--- config.mk ---
export PLATFORM = sky130hd
export DESIGN_NAME = code_stepper
export DESIGN_NICKNAME = d
export VERILOG_FILES = /design/src/rtl/code_stepper.sv
export SDC_FILE = /design/constraint.sdc
export NUM_CORES = 1
export LEC_CHECK = 0
export CAP_MARGIN = 20
export CORE_AREA = 2 2 39 41
export CTS_CLUSTER_DIAMETER = 40
export DETAILED_ROUTE_END_ITERATION = 16
export DIE_AREA = 0 0 41 43
export GPL_ROUTABILITY_DRIVEN = 0
export PLACE_DENSITY = 0.67
export SYNTH_ARGS = -nofsm -noshare
export SYNTH_HDL_FRONTEND = slang
export SYNTH_SLANG_ARGS = --single-unit
export TNS_END_PERCENT = 30
--- constraint.sdc ---
create_clock -name clk -period 2.2 [get_ports clk]
set_input_delay 0.44 -clock clk [delete_from_list [all_inputs] [get_ports clk]]
set_output_delay 0.44 -clock clk [all_outputs]
set_load 0.005 [all_outputs]
--- src/rtl/code_stepper.sv ---
// Prescaled up/down 3-bit code stepper with run/stop FSM, load and
// a debounced-by-edge manual step input.
module code_stepper #(
  parameter int DIV = 4
) (
  input  logic       clk,
  input  logic       rst,
  input  logic       run,
  input  logic       dir,
  input  logic       load,
  input  logic [2:0] load_val,
  input  logic       step,
  output logic [2:0] d,
  output logic       tick,
  output logic       wrap,
  output logic       running
);

  localparam int CW = (DIV > 2) ? $clog2(DIV) : 1;
  localparam logic [CW-1:0] CNT_LAST = CW'(DIV - 1);

  typedef enum logic {STOP, RUN} state_t;

  state_t        state_q, state_d;
  logic [CW-1:0] cnt_q, cnt_d;
  logic [2:0]    d_q, d_d;
  logic          tick_q, tick_d;
  logic          wrap_q, wrap_d;
  logic          s1_q, s2_q, s3_q;
  logic          pulse;
  logic          adv;
  logic          auto_step;
  logic [2:0]    d_next;

  assign pulse  = s2_q & ~s3_q;
  assign d_next = dir ? d_q - 3'd1 : d_q + 3'd1;

  always_comb begin
    state_d   = state_q;
    cnt_d     = cnt_q;
    d_d       = d_q;
    tick_d    = 1'b0;
    wrap_d    = 1'b0;
    adv       = 1'b0;
    auto_step = 1'b0;
    unique case (state_q)
      STOP: begin
        cnt_d = '0;
        if (run) state_d = RUN;
        adv = pulse;
      end
      RUN: begin
        if (!run) begin
          state_d = STOP;
          cnt_d   = '0;
        end else if (cnt_q == CNT_LAST) begin
          cnt_d     = '0;
          auto_step = 1'b1;
          adv       = 1'b1;
        end else begin
          cnt_d = cnt_q + CW'(1);
        end
      end
      default: state_d = STOP;
    endcase
    // Load wins over any step but leaves the run/stop state alone
    if (load) begin
      d_d   = load_val;
      cnt_d = '0;
    end else if (adv) begin
      d_d    = d_next;
      tick_d = auto_step;
      wrap_d = dir ? (d_q == 3'd0) : (d_q == 3'd7);
    end
  end

  always_ff @(posedge clk or posedge rst) begin
    if (rst) begin
      state_q <= STOP;
      cnt_q   <= '0;
      d_q     <= 3'd0;
      tick_q  <= 1'b0;
      wrap_q  <= 1'b0;
      s1_q    <= 1'b0;
      s2_q    <= 1'b0;
      s3_q    <= 1'b0;
    end else begin
      state_q <= state_d;
      cnt_q   <= cnt_d;
      d_q     <= d_d;
      tick_q  <= tick_d;
      wrap_q  <= wrap_d;
      s1_q    <= step;
      s2_q    <= s1_q;
      s3_q    <= s2_q;
    end
  end

  assign d       = d_q;
  assign tick    = tick_q;
  assign wrap    = wrap_q;
  assign running = (state_q == RUN);

endmodule

## Word level (Yosys, flattened, before mapping)

Cells that the tools add are included.

- Register bits: 11
- Bits in latches: 0
- Memory bits (writable): 0
- Bits in read-only memories: 0
- Input bits: 9
- Output and inout port bits: 6
- Word-level logic and storage cells: 35
- Memories kept: 0

- Add/sub/neg operators: 3
- $mul: 0
- Div/mod/pow operators: 0
- Order comparisons: 0
- Equal/unequal tests: 2
- Shift operators: 0
- Multiplexer cells: 17
- Bitwise gates (word level): 3
- Reductions and logical operators: 2

Operators with widths:

| kind | number |
|---|---|
| $mux 1 | 9 |
| $mux 3 | 3 |
| $mux 2 | 3 |
| $pmux 2 s2 | 1 |
| $add 3x1->3 const B | 1 |
| $eq 3x3->1 const B | 1 |
| $logic_not 3->1 | 1 |
| $sub 3x1->3 const B | 1 |
| $add 2x1->2 const B | 1 |
| $eq 2x2->1 const B | 1 |
| $not 1->1 | 2 |
| $pmux 1 s2 | 1 |
| $reduce_bool 2->1 | 1 |
| $and 1x1->1 | 1 |

## Logic depth before layout (Yosys ltp)

- Depth in word-level cells: 6
- Depth in mapped cells: 5
- Mapped depth without buffers: 5

## Worst setup path after synthesis

Ideal clock, no wire load.

- Path kind: input to register
- Start: in dir
- End: reg d_q[2] (netlist: d[2])
- Setup time: 70 ps
- Arrival time: 1514 ps
- Data required time: 2130 ps
- Path slack: 616 ps
- Stages on the path: 5
- Path through: inv_1 fa_1 xor2_1 a2111oi_4 nand3b_1

- Longest elaborated chain between the ends: 3

RTL lines:

| item | line | RTL |
|---|---|---|
| start: declaration | 9 | `input logic dir,` |
| $mux 3 | 36 | `assign d_next = dir ? d_q - 3'd1 : d_q + 3'd1;` |
| $mux 3 | 70 | `end else if (adv) begin` |
| $mux 3 | 67 | `if (load) begin` |
| end signal: assignment | 81 | `d_q <= 3'd0;` |
| end signal: assignment | 90 | `d_q <= d_d;` |
| end: declaration | 26 | `logic [2:0] d_q, d_d;` |

No other way between the ends. The select of a mux whose other input is x is not followed.
A chain may end at the register's enable or synchronous reset.

## Worst setup path in the final report

Ends and elaborated chain as after synthesis.

==> results.py <==
metrics = {
    "critical_path": {
        "r2r_setup_slack_ns": 0.56,
        "r2r_end": "d[2]",
        "path_class": "input pin to flop",
        "worstPathMaxFanout": 3,
        "setup.worst_path.end_class": "flop",
        "r2r-start": "d[0]",
        "cp_data_arrival_time_ns": 2.11,
        "critical_path.startpoint_type": "input pin",
        "reg2regPathDepth": 5,
        "cp_data_required_time_ns": 2.40,
    },
    "placed_design": {
        "postPlaceCellArea_um2": 672,
        "post-dp-hpwl_um": 733,
        "io_buffer_count": 14,
        "place_ws_ns": -0.00526,
        "post-place-cells": 73,
    },
    "cells_and_area": {
        "final_cell_count_no_fill": 77,
        "finalNetCount": 73,
        "finalCoreUtilization_pct": 50.5,
        "design_area_um2": 698,
        "syn_to_final_growth_pct": 35.4,
        "drive_above_1_share_pct": 9.84,
        "diodes": 0,
    },
    "run_status": {
        "status": "complete, no violations",
    },
    "clock_network": {
        "clock_insertion_delay_worst_skew_ns": 0.27,
        "number_of_cells_upsized_or_downsized_after_cts": 0,
        "worst_setup_hold_path_clk_slew_ns": 0.07,
        "cts-htree-levels": 1,
        "post_cts_hold_buffer_count": 0,
        "cts_setup_buffers": 0,
        "clock_tree.buffer_depth": 2,
        "clock_sinks": 11,
        "clock-root-buffer": "sky130_fd_sc_hd__clkbuf_4",
        "cts_tree": "done",
        "cts_made_buffers": 3,
    },
    "timing": {
        "min_period_over_period_pct": 86.8,
        "final_hold_violation_count": 0,
        "timing.max_slew.rel_slack_pct": 72.6,
        "finalSetupTns_ns": 0,
        "skew_ns": 0.00542,
        "setup_violations": 0,
        "worst_slew_pin_slew_ns": 0.410,
        "post_layout_min_period_ns": 1.91,
        "worst_slack_ns": 0.290,
        "maxSlewViolCount": 0,
        "grt_setup_unrepaired": "no",
        "fmaxAchievable_mhz": 523,
        "fin_hold_ws_ns": 0.351,
    },
    "grt": {
        "gr-total-overflow": 0,
        "grt_antenna_before_repair": 0,
        "grtUsageTotal_pct": 14.2,
        "via_count_of_the_first_global_routing_pass": 396,
        "grt_start_max_net_pins": 12,
        "global_route_wire_length_before_repair_um": 1640,
    },
    "synthesis": {
        "synth_area_um2": 515,
        "yosys_warnings": 0,
        "synth_top_cell_by_area": "sky130_fd_sc_hd__dfrtp_1",
        "top_count_cell_post_synth": "sky130_fd_sc_hd__dfrtp_1",
        "count_of_flip_flops_with_a_built_in_enable_after_synthesis": 0,
        "seq_area_frac_synth_pct": 53.4,
        "post_synthesis_async_set_or_reset_flop_share_pct": 100,
        "mappedNetlistNets": 55,
        "cell_types_occupying_the_most_area_after_synthesis": "sky130_fd_sc_hd__dfrtp_1 (53%), sky130_fd_sc_hd__a2111oi_4 (5.3%), sky130_fd_sc_hd__fa_1 (3.9%)",
        "synth_top_area_share_pct": 53.4,
        "dominantRegCellSynth": "sky130_fd_sc_hd__dfrtp_1",
        "synth_cell_type_count": 26,
        "postSynthCellCount": 44,
        "synth.top_cells.by_count": "sky130_fd_sc_hd__dfrtp_1 (11), sky130_fd_sc_hd__inv_1 (4)",
        "syn_area_per_cell_um2": 11.7,
        "synth.ff_latch_count": 11,
    },
    "detailed_routing": {
        "routed_via_density": 5.23,
        "antenna_left": 0,
        "first_pass_iters": 4,
        "detailedRoute.firstIterationViolations": 4,
        "drt_wl_total_um": 929,
        "routedWlPerCell_um": 12.1,
        "count_of_vias_placed_by_the_detailed_router": 403,
        "drc": 0,
    },
    "worst_hold_path": {
        "hold_path.class": "flop to flop",
        "min_delay_worst_endpoint": "s2_q",
        "hp-start": "s1_q",
        "hold_path_depth": 0,
    },
    "power": {
        "finalPower_mw": 0.442,
        "p_leak_nw": 0.298,
        "pwr_density_cell_nw_per_um2": 632,
        "ir_worst_vdd_mv": 0.334,
    },
    "floorplanning": {
        "floorplan.die.width_um": 41,
        "core_um2": 1380,
        "start_util_pct": 37.3,
        "die_height_um": 43,
        "die-area_um2": 1760,
        "io-pin-count": 15,
        "fp-row-count": 14,
    },
    "flow_run": {
        "maxCapViolCount": 0,
    },
}
## placed cells by master (no fill, tap or decap), drive strengths merged, types with 2 or more instances in the layout
cell type      instances
and2                   2
clkbuf                 4
nand3                  2
clkdlybuf4s50         14
inv                    4
dfrtp                 11
nor3                   2
a21oi                  2
nand2                  2
## area by class of cell
type	instances	area, um^2
Fill cell	132	686
Sequential cell	11	275
Multi-Input combinational cell	28	221
Timing Repair Buffer	14	140
Clock buffer	4	26.3
Tap cell	16	20.0
Inverter	4	15.0
## worst max-delay path by stage
stage / start / endpoint / slack, ns
finish: dir / d[2] / 0.29
global route: dir / d[2] / 0.22
CTS: dir / d[2] / 0.28
detailed placement: dir / d[2] / -0.005
global placement: dir / d[2] / 0.02
floorplan: dir / d[2] / 0.62
## power by group
part | internal, mW | switching, mW | leakage (nW)
clock | 0.0702 | 0.0691 | 0.0150
combinational | 0.0434 | 0.0326 | 0.146
sequential | 0.214 | 0.0125 | 0.137
## worst max-delay path: stages
cell,delay (ns)
sky130_fd_sc_hd__clkdlybuf4s50_1,0.49
sky130_fd_sc_hd__inv_1,0.09
sky130_fd_sc_hd__fa_1,0.43
sky130_fd_sc_hd__xor2_1,0.19
sky130_fd_sc_hd__a2111oi_4,0.32
sky130_fd_sc_hd__nand3b_1,0.16
## logic make-up after synthesis
family / Yosys count / synth area share [%]
buffers and inverters: 5 / 3.64
AOI/OAI and AO/OA: 7 / 13.6
DFF: 11 / 53.4
xor gates and xnor gates: 1 / 1.70
adders and majority gates: 2 / 6.31
and+or+nand+nor: 18 / 21.4
## sequential cells by signal, indices dropped and copies added (netlist names)
register  cells
s2_q          1
wrap          1
running       1
d             3
s1_q          1
tick          1
s3_q          1
cnt_q         2
## metal layers
layer  vias to the layer above  part of all wire, %  track usage [%]
met1                       195                   41             17.7
li1                        193                    -                -
met2                        11                   50             19.7
met5                         -                    0                0
met4                         0                  2.9             10.7
met3                         4                  5.5             4.19
No activity file was read; power rests on OpenSTA's default activity.
